--- config.mk ---
export PLATFORM = sky130hd
export DESIGN_NAME = rect_fill_engine
export DESIGN_NICKNAME = d
export VERILOG_FILES = /design/src/rtl/draw_pkg.sv /design/src/rtl/raster_counter.sv /design/src/rtl/rect_fill_engine.sv
export SDC_FILE = /design/constraint.sdc
export NUM_CORES = 1
export LEC_CHECK = 0
export ABC_CLOCK_PERIOD_IN_PS = 5500
export CAP_MARGIN = 20
export CORE_MARGIN = 3
export CORE_UTILIZATION = 25
export DETAILED_ROUTE_END_ITERATION = 10
export REMOVE_ABC_BUFFERS = 1
export SLEW_MARGIN = 20
export SYNTH_ARGS = -nofsm -noshare
export SYNTH_HDL_FRONTEND = slang
export SYNTH_SLANG_ARGS = --single-unit
--- constraint.sdc ---
create_clock -name clk -period 5.5 [get_ports clk]
set_input_delay 1.1 -clock clk [delete_from_list [all_inputs] [get_ports clk]]
set_output_delay 1.1 -clock clk [all_outputs]
set_load 0.005 [all_outputs]
--- src/rtl/draw_pkg.sv ---
// Shared drawing definitions for the VGA path: pixel modes, engine states and
// the default screen geometry used by the VGA top, the controller and the engine.
package draw_pkg;

  localparam int SCREEN_W_DEF = 160;
  localparam int SCREEN_H_DEF = 120;

  typedef enum logic [1:0] {
    CLEAR   = 2'd0,
    FILL    = 2'd1,
    STRIPE  = 2'd2,
    CHECKER = 2'd3
  } mode_t;

  typedef enum logic [1:0] {
    IDLE = 2'd0,
    DRAW = 2'd1,
    DONE = 2'd2
  } state_t;

endpackage

--- src/rtl/raster_counter.sv ---
// Nested x/y raster counter: x runs x0..x_end, then wraps and y steps.
// Bounds are captured on load so the caller may change its inputs afterwards.
module raster_counter #(
  parameter int X_W = 8,
  parameter int Y_W = 7
) (
  input  logic           clk,
  input  logic           reset,
  input  logic           load,
  input  logic           enable,
  input  logic [X_W-1:0] x0,
  input  logic [X_W-1:0] x_end,
  input  logic [Y_W-1:0] y0,
  input  logic [Y_W-1:0] y_end,
  output logic [X_W-1:0] x,
  output logic [Y_W-1:0] y,
  output logic           last
);

  logic [X_W-1:0] x0_q;
  logic [X_W-1:0] x_end_q;
  logic [Y_W-1:0] y_end_q;

  always_ff @(posedge clk or negedge reset) begin
    if (!reset) begin
      x       <= '0;
      y       <= '0;
      x0_q    <= '0;
      x_end_q <= '0;
      y_end_q <= '0;
    end else if (load) begin
      x       <= x0;
      y       <= y0;
      x0_q    <= x0;
      x_end_q <= x_end;
      y_end_q <= y_end;
    end else if (enable) begin
      if (x == x_end_q) begin
        x <= x0_q;
        y <= y + 1'b1;
      end else begin
        x <= x + 1'b1;
      end
    end
  end

  assign last = (x == x_end_q) && (y == y_end_q);

endmodule

--- src/rtl/rect_fill_engine.sv ---
// Rectangle raster engine: latches a clipped rectangle on start and streams one
// framebuffer write per pixel in raster order over a plot/plot_ready handshake.
module rect_fill_engine
  import draw_pkg::*;
#(
  parameter int X_W      = 8,
  parameter int Y_W      = 7,
  parameter int COLOR_W  = 3,
  parameter int SCREEN_W = SCREEN_W_DEF,
  parameter int SCREEN_H = SCREEN_H_DEF
) (
  input  logic               clk,
  input  logic               reset,
  input  logic               start,
  input  logic [1:0]         mode,
  input  logic [X_W-1:0]     x0,
  input  logic [Y_W-1:0]     y0,
  input  logic [X_W-1:0]     w,
  input  logic [Y_W-1:0]     h,
  input  logic [COLOR_W-1:0] fg_color,
  output logic               plot,
  input  logic               plot_ready,
  output logic [X_W-1:0]     x,
  output logic [Y_W-1:0]     y,
  output logic [COLOR_W-1:0] color,
  output logic               busy,
  output logic               done
);

  localparam logic [X_W:0] X_LIM = (X_W+1)'(SCREEN_W);
  localparam logic [Y_W:0] Y_LIM = (Y_W+1)'(SCREEN_H);
  localparam logic [X_W:0] X_MAX = (X_W+1)'(SCREEN_W - 1);
  localparam logic [Y_W:0] Y_MAX = (Y_W+1)'(SCREEN_H - 1);

  state_t               state;
  state_t               state_next;
  mode_t                mode_q;
  logic [COLOR_W-1:0]   fg_q;
  logic                 load;
  logic                 advance;
  logic                 last;
  logic                 empty;
  logic [X_W:0]         x_sum;
  logic [Y_W:0]         y_sum;
  logic [X_W-1:0]       x_end_c;
  logic [Y_W-1:0]       y_end_c;

  // One extra bit keeps x0+w-1 from wrapping before the clip against the screen edge.
  assign x_sum   = {1'b0, x0} + {1'b0, w} - (X_W+1)'(1);
  assign y_sum   = {1'b0, y0} + {1'b0, h} - (Y_W+1)'(1);
  assign x_end_c = (x_sum > X_MAX) ? X_MAX[X_W-1:0] : x_sum[X_W-1:0];
  assign y_end_c = (y_sum > Y_MAX) ? Y_MAX[Y_W-1:0] : y_sum[Y_W-1:0];
  assign empty   = (w == '0) || (h == '0) || ({1'b0, x0} >= X_LIM) || ({1'b0, y0} >= Y_LIM);

  raster_counter #(
    .X_W (X_W),
    .Y_W (Y_W)
  ) u_raster_counter (
    .clk    (clk),
    .reset  (reset),
    .load   (load),
    .enable (advance),
    .x0     (x0),
    .x_end  (x_end_c),
    .y0     (y0),
    .y_end  (y_end_c),
    .x      (x),
    .y      (y),
    .last   (last)
  );

  always_ff @(posedge clk or negedge reset) begin
    if (!reset) begin
      mode_q <= CLEAR;
      fg_q   <= '0;
    end else if (load) begin
      mode_q <= mode_t'(mode);
      fg_q   <= fg_color;
    end
  end

  always_ff @(posedge clk or negedge reset) begin
    if (!reset) begin
      state <= IDLE;
    end else begin
      state <= state_next;
    end
  end

  always_comb begin
    state_next = state;
    case (state)
      IDLE:    if (start) state_next = empty ? DONE : DRAW;
      DRAW:    if (plot_ready && last) state_next = DONE;
      DONE:    state_next = IDLE;
      default: state_next = IDLE;
    endcase
  end

  // plot depends only on state; plot_ready only gates the counter advance.
  always_comb begin
    plot    = 1'b0;
    busy    = 1'b0;
    done    = 1'b0;
    load    = 1'b0;
    advance = 1'b0;
    case (state)
      IDLE: load = start;
      DRAW: begin
        plot    = 1'b1;
        busy    = 1'b1;
        advance = plot_ready;
      end
      DONE:    done = 1'b1;
      default: ;
    endcase
  end

  always_comb begin
    color = '0;
    case (mode_q)
      CLEAR:   color = '0;
      FILL:    color = fg_q;
      STRIPE:  color = y[COLOR_W-1:0];
      CHECKER: color = (x[0] ^ y[0]) ? fg_q : '0;
      default: color = '0;
    endcase
  end

endmodule

# Yosys cells after proc, flatten, opt, wreduce, memory -nomap -nowiden
# Index checks and enable logic that the tools add are counted.
# op_classes
add_sub_neg	6
magnitude_cmp	4
n_eq_ne	9
n_mux	18
bitwise_logic	1
reduce_logical	13
# ops
cell	n
$mux W8	4
$mux W7	4
$pmux W3 S4	1
$add A8 B8 Y9	1
$gt A9 B8 Y1 const B	1
$sub A9 B1 Y9 const B	1
$add A7 B7 Y8	1
$add A8 B1 Y8 const B	1
$eq A8 B8 Y1	1
$ge A8 B8 Y1 const B	1
$gt A8 B7 Y1 const B	1
$logic_not A8 Y1	1
$sub A8 B1 Y8 const B	1
$add A7 B1 Y7 const B	1
$eq A7 B7 Y1	1
$ge A7 B7 Y1 const B	1
$logic_not A7 Y1	1
$eq A2 B2 Y1 const B	3
$mux W2	3
$eq A2 B1 Y1 const B	2
$logic_not A2 Y1	2
$mux W1	4
$ne A2 B2 Y1 const B	2
$pmux W2 S2	1
6 further kinds	11
# word_totals
register_bits	45
input_bits	39
word_cells	59

# Logic depth before layout (Yosys ltp)
# Gate-level depths: netlist (run 1).
# logic_depth
ltp_word	7
ltp_mapped	12
mapped_depth_nobuf	12

# Cells and area by module
# A second synthesis (run 1) with hierarchy kept.
# hier_totals
hier_cells	387
hier_area_um2	3590.9
# modules_own_cells
mod	n_inst	cells_per_inst	area_per_inst_um2	seq_area_each_um2
raster_counter	1	171	1975.6	950.9
rect_fill_engine	1	216	1615.3	175.2

# Worst setup path before layout (run 1)
# Ideal clock, no wire load.
# synth_path
path_kind	input-to-reg
from	input h[1]
to	register u_raster_counter.y_end_q[3]
setup_ps	118
t_arrival_ps	3060
path_slack_ps	2322
stages	11
path_cell_list	inv_1 -> ha_1 -> inv_1 -> ha_1 -> fa_1 -> a211oi_1 -> nor2_1 -> and4_1 -> nor3_2 -> a211oi_1 -> a21o_1
# synth_between
elab_chain_cells	4
# synth_rtl
element	line_no	text
start: declaration	rect_fill_engine.sv:19	input logic [Y_W-1:0] h,
$add A7 B7 Y8 (*)	rect_fill_engine.sv:50	assign y_sum = {1'b0, y0} + {1'b0, h} - (Y_W+1)'(1);
$sub A8 B1 Y8 (*)	rect_fill_engine.sv:50	
$gt A8 B7 Y1	rect_fill_engine.sv:52	assign y_end_c = (y_sum > Y_MAX) ? Y_MAX[Y_W-1:0] : y_sum[Y_W-1:0];
$mux W7 (*)	rect_fill_engine.sv:52	
end signal: assignment	raster_counter.sv:36	y_end_q <= y_end;
end: declaration	raster_counter.sv:22	logic [Y_W-1:0] y_end_q;
# Every way passes the cells marked *; elsewhere a longest branch is shown, timed or not.
# A chain may end at the register's enable or synchronous reset.

# Worst setup path in the final report (run 1)
# layout_path
from	input y0[1]
to	register u_raster_counter.y_end_q[0]
# layout_between
elab_chain_cells	4
# layout_rtl
element	line_no	text
start: declaration	rect_fill_engine.sv:17	input logic [Y_W-1:0] y0,
$add A7 B7 Y8	rect_fill_engine.sv:50	
$sub A8 B1 Y8	rect_fill_engine.sv:50	
$gt A8 B7 Y1	rect_fill_engine.sv:52	
$mux W7	rect_fill_engine.sv:52	
# Every way passes these cells.

==> out/qor.csv, run 1 <==
metric;value;unit
Pins Over Slew Limit;0;
HP Class;reg -> reg;
leak pwr;1.905;nW
Worst Setup Slack post-DPL;1.664;ns
Core Region;12720;um2
PnR worst setup slack;1.958;ns
CTS tree;yes;
Hold WS;0.4751;ns
Antenna Nets Post-Route;0;
IO Count;60;
share of layout cells above drive strength 1;3.394;%
Final Setup Violations;0;
Top delay family on crit path;adder cells;
CTS Buffer Depth;2;
CP max FO;5;
number of global-route vias before repair;2877;
Tightest Pin Transition;0.9456;ns
Syn Area/Cell;8.477;um2
post-synthesis compound-gate area fraction;17.20;%
most frequent cells in the layout;inv_1 (66), clkdlybuf4s50_1 (58), dfrtp_1 (45);
Layout area overhead;29.10;%
DRC viols;0;
Hold Path End;fg_q[1]$_DFFE_PN0P_;
# H-tree levels;2;
most common cell after layout, fill and taps aside;inv_1;
Post-Synth Adder-Cell Area;12.66;%
initial DRC count;200;
root buffer cell;clkbuf_16;
crit start category;primary input;
Nets;512;
clk sinks;45;
placed instance area;4039;um2
worst vdd ir;0.1410;mV
Setup Buffers After CTS;0;
final worst path period share;64.40;%
crit-path cells;clkdlybuf4s50_1 > inv_1 > ha_1 > inv_1 > ha_1 > fa_1 > a211oi_1 > nor2_1 > and4_1 > nor3_2 > a21o_1 > o22a_1;
Setup Crit Path Kind;in -> reg;
I/O Buffers;59;
DR vias;2829;
Die ar.;14530;um2
Die Y-Extent;120.6;um
Slew HR;36.89;%
post-detailed-route wirelength per cell;13.83;um
register bit count reported by yosys;45;
sequential cell area fraction in the yosys report;34.32;%
cell taking the most area after synthesis;dfrtp_1;
Worst Skew;0.006764;ns
critical path required time;5.73;ns
clock slew at reported path FFs;0.06;ns
initial core utilization;25.79;%
Pwr Total;1.773;mW
WL final;8491;um
Warnings, synthesis;0;
Mapped Area;3281;um2
r2r setup slk;2.90;ns
Hold Path Origin;fg_q[1]$_DFFE_PN0P_;
Synth Area in Simple Gates;16.51;%
synth unique cells;49;
GRT Residual Overflow;0;
Hold Vio Cnt, Final;0;
RD Place Congestion;0.8126;
via/cell ratio;4.607;
Synth async-reset ratio;100.0;%
largest net degree at the start of global routing;46;
fmax;0.2823;GHz
Min-Delay Path Depth;2;
setup TNS;0;ns
XOR/XNOR share of the synthesized area;8.810;%
Finished Cell Area;4235;um2
R2R cell count;6;
crit-path max cell delay;0.48;ns
Hold-fix buffers, CTS;0;
num rows;41;
main combinational cell family by area after synthesis;compound AO/OA/AOI/OAI gates;
Total GRT Usage;12.12;%
Num CTS Buffers;5;
CP max-delay cell;clkdlybuf4s50_1;
pwr dens;418.7;nW/um2
Tmin final;3.542;ns
global-route wire length before repair;14160;um
worst path bufs/invs;3;
Worst EP arrival;3.77;ns
mux contribution to synthesized area;1.220;%
Mapped Cells;387;
Most used DFF post-synth;dfrtp_1;
worst flop-to-flop path startpoint;u_raster_counter.x[5]$_DFFE_PN0P_;
Detailed Routing Iterations Pass 1;4;
post-synth top area share;34.32;%
Area contributors post-synth;dfrtp_1 (34%), ha_1 (11%), inv_1 (7.6%), xnor2_1 (5.3%), nand2_1 (5.0%);
Die Wd;120.6;um
number of synthesized flops with an enable pin;0;
RSZ-0062 raised after global routing;false;
clk_lat worst skew;0.29;ns
# diodes;0;
max-cap viol count;0;
status;finished clean;
Crit. End Element;flop;
initial antenna violation count;0;
RR Endpoint;u_raster_counter.y[5]$_DFFE_PN0P_;
DPL Wire Length;6598;um
post-cts resize count;0;
## worst register-to-register path, delay by kind of cell, from the launching register on
family	cells	cell delay, ns
xor+xnor	2	0.32
compound gates	1	0.08
flops	1	0.46
simple gates	3	1.58
## how the worst max path moves through the flow
stage,from,end,slack (ns),cells past startpoint
3_5_place_dp,y0[1],u_raster_counter.y_end_q[0]$_DFFE_PN0P_,1.66,12
5_1_grt,y0[1],u_raster_counter.y_end_q[0]$_DFFE_PN0P_,1.80,12
3_3_place_gp,y0[1],u_raster_counter.y_end_q[0]$_DFFE_PN0P_,1.70,12
4_1_cts,y0[1],u_raster_counter.y_end_q[0]$_DFFE_PN0P_,1.95,12
6_report,y0[1],u_raster_counter.y_end_q[0]$_DFFE_PN0P_,1.96,12
2_1_floorplan,start,u_raster_counter.x_end_q[1]$_DFFE_PN0P_,2.12,5
## per-stage QoR
step | util, % | cells
final | 33.29 | 614
after global routing | 33.29 | 614
after CTS | 33.27 | 614
after detailed placement | 31.75 | 606
after global placement | 31.75 | 606
after floorplan | - | 374
## Yosys cell counts, types with 2 or more instances
library cell / n
o211ai_1: 2
a22oi_1: 2
a211oi_1: 7
and3_1: 3
clkbuf_1: 9
nor4_1: 4
a22o_1: 3
nor2b_1: 5
or3_1: 2
nor2_1: 21
and2_1: 3
a21o_1: 4
xnor2_1: 20
nand3_1: 11
a21oi_1: 11
nand4_1: 7
o21ai_0: 25
o22a_1: 11
fa_1: 2
nor3_1: 4
buf_2: 3
dfrtp_1: 45
ha_1: 30
mux2i_1: 4
inv_1: 66
nand2_1: 44
xor2_1: 13
o221ai_1: 2
o21bai_1: 2
a221o_1: 3
## per-layer routing
metal	wire [um]	track usage, %	up-vias
li1	-	-	1417
met1	3866	15.87	1343
met2	4040	19.70	58
met3	456	3.087	11
met4	127	3.683	0
met5	0	0	-
## logic make-up (layout without fill, tap and decap cells)
family,count (synthesis),after routing
fa+ha+maj,32,32
buf+inv,79,134
compound gates,82,82
simple gates,112,112
xor+xnor,33,33
flops,45,45
mux,4,4
## layout make-up
class / count / area, um2
clock buffers: 5 / 125.1
clock inverters: 3 / 68.82
multi-input cells: 263 / 1857
inverters: 66 / 247.7
fillers: 1353 / 8487
flip-flops and latches: 45 / 1126
well taps: 172 / 215.2
repair buffers: 60 / 595.6
## report_power, final
part / internal, mW / switching [mW]
Combinational: 0.398 / 0.330
Clock: 0.262 / 0.132
Sequential: 0.476 / 0.177
## sequential cells by signal, indices dropped and copies added (netlist names)
register / cells
u_raster_counter.x0_q: 8
u_raster_counter.x: 8
u_raster_counter.x_end_q: 8
u_raster_counter.y: 7
u_raster_counter.y_end_q: 7
fg_q: 3
mode_q: 2
state: 2
Power figures use the tool's default switching activity.
==> inputs of run 2 (changes only) <==
--- a/config.mk
+++ b/config.mk
@@ -5,7 +5,7 @@
 export SDC_FILE = /design/constraint.sdc
 export NUM_CORES = 1
 export LEC_CHECK = 0
-export ABC_CLOCK_PERIOD_IN_PS = 5500
+export ABC_CLOCK_PERIOD_IN_PS = 3300
 export CAP_MARGIN = 20
 export CORE_MARGIN = 3
 export CORE_UTILIZATION = 25
==> constraint.sdc (replaced) <==
create_clock -name clk -period 3.3 [get_ports clk]
set_input_delay 0.66 -clock clk [delete_from_list [all_inputs] [get_ports clk]]
set_output_delay 0.66 -clock clk [all_outputs]
set_load 0.005 [all_outputs]
==> run 2 against run 1 <==
  * Sequential power is 65% higher
  * Clock power is 50% higher
  * Register-to-register slack got worse by 1.9 ns
  * Sequential cell count unchanged
  * Non-clock buffer count grew 16
  * Sequential share of layout area fell by 0.63 points
  * Highest routed layer unchanged
==> out/qor.csv, run 2 (synthesis results as in run 1) <==
metric;value;unit
IO Count;60;
Antenna Nets Post-Route;0;
I/O Buffers;59;
num rows;41;
initial core utilization;25.79;%
Tightest Pin Transition;0.5955;ns
status;finished clean;
critical path required time;3.52;ns
fmax;0.3295;GHz
worst vdd ir;0.2676;mV
Worst Skew;0.01105;ns
CTS tree;yes;
Total GRT Usage;12.09;%
most common cell after layout, fill and taps aside;inv_1;
post-detailed-route wirelength per cell;13.26;um
RSZ-0062 raised after global routing;false;
leak pwr;1.971;nW
Pins Over Slew Limit;0;
Multi-input gate area;1857;um2
Setup Crit Path Kind;in -> reg;
Detailed Routing Iterations Pass 1;4;
Worst EP arrival;3.26;ns
Hold-fix buffers, CTS;0;
Layout area overhead;32.23;%
global-route wire length before repair;14280;um
Final Setup Violations;0;
# diodes;0;
DRC viols;0;
crit-path cells;clkdlybuf4s50_1 > inv_1 > ha_1 > inv_1 > ha_1 > fa_1 > a211oi_1 > nor2_1 > and4_1 > nor3_2 > a21o_1 > o22a_1;
crit start category;primary input;
DPL Wire Length;6660;um
CP max-delay cell;clkdlybuf4s50_1;
max-cap viol count;0;
Hold WS;0.3683;ns
Core Region;12720;um2
Die ar.;14530;um2
Slew HR;60.30;%
Die Y-Extent;120.6;um
WL final;8355;um
Pwr Total;2.919;mW
Die Wd;120.6;um
clock slew at reported path FFs;0.06;ns
Setup Buffers After CTS;0;
final worst path period share;91.96;%
leading registers by flop count;u_raster_counter.x0_q x8, u_raster_counter.x x8, u_raster_counter.x_end_q x8;
largest net degree at the start of global routing;46;
pwr dens;672.8;nW/um2
Crit. End Element;flop;
DR vias;2869;
Nets;528;
Top delay family on crit path;adder cells;
clk sinks;45;
Hold Vio Cnt, Final;0;
crit path launch;y0[1];
worst path bufs/invs;3;
post-cts resize count;0;
CTS Buffer Depth;2;
# H-tree levels;2;
via/cell ratio;4.554;
Num CTS Buffers;5;
HP Class;in -> async;
GRT Residual Overflow;0;
initial DRC count;175;
initial antenna violation count;0;
worst flop-to-flop path startpoint;u_raster_counter.x[5]$_DFFE_PN0P_;
RD Place Congestion;0.8315;
Tmin final;3.035;ns
number of global-route vias before repair;2963;
share of layout cells above drive strength 1;6.769;%
CP max FO;5;
crit-path max cell delay;0.48;ns
clk_lat worst skew;0.29;ns
root buffer cell;clkbuf_16;
fillers;1373;
most frequent cells in the layout;inv_1 (66), clkdlybuf4s50_1 (58), dfrtp_1 (45);
FF/Latch Area;1126;um2
==> run 2: cell count changes in the layout (fill, tap and decap cells not counted), sizes merged <==
cell / previous run / this run
inv: 67 / 66
clkbuf: 5 / 6
clkinvlp: 0 / 1
bufinv: 2 / 1
buf: 2 / 18
==> run 2: per-stage QoR <==
| stage | TNS (ns) | util [%] | cells | area, um2 | worst slack (ns) |
|---|---|---|---|---|---|
| finish | 0 | 34.10 | 630 | 4338 | 0.2654 |
| global route | 0 | 34.10 | 630 | 4338 | 0.07615 |
| CTS | 0 | 34.08 | 630 | 4335 | 0.2512 |
| detailed placement | -0.1904 | 32.69 | 622 | 4159 | -0.03172 |
| global placement | -0.004389 | 32.69 | 622 | 4159 | -0.001665 |
| floorplan | 0 | - | 374 | 3224 | 0.3560 |
==> run 2: path summary, 6_finish.rpt <==
path / depth (start not counted) / endpoint / slack [ns]
max: 12 / u_raster_counter.y_end_q[0]$_DFFE_PN0P_ / 0.27
min: 1 / mode_q[0]$_DFFE_PN0P_ / 0.37
max reg2reg: 7 / u_raster_counter.y[5]$_DFFE_PN0P_ / 0.96
min reg2reg: 2 / u_raster_counter.x0_q[5]$_DFFE_PN0P_ / 0.48
max in group asynchronous: 1 / u_raster_counter.y[4]$_DFFE_PN0P_ / 2.51
min in group clk: 2 / u_raster_counter.x0_q[5]$_DFFE_PN0P_ / 0.48
==> run 2: power by group <==
| part | total [mW] | leakage, nW | switching, mW | internal, mW |
|---|---|---|---|---|
| clock network | 0.590 | 0.0831 | 0.212 | 0.378 |
| registers | 1.08 | 0.534 | 0.290 | 0.793 |
| logic | 1.25 | 1.35 | 0.553 | 0.693 |
| total | 2.92 | 1.97 | 1.06 | 1.86 |
==> run 2: final cells by class <==
| type | count | share of cell area, % |
|---|---|---|
| Inverter | 66 | 5.711 |
| Tap cell | 172 | 4.961 |
| Multi-Input combinational cell | 263 | 42.80 |
| Clock inverter | 2 | 0.8653 |
| Clock buffer | 6 | 3.202 |
| Timing Repair Buffer | 76 | 16.50 |
| Sequential cell | 45 | 25.96 |
==> run 2: layer usage <==
metal	vias up	part of all wire (%)	track usage, %
li1	1453	-	-
met1	1365	46	15.85
met2	47	48	20.19
met3	4	5.7	3.274
met4	0	0.55	2.266
met5	-	0	0
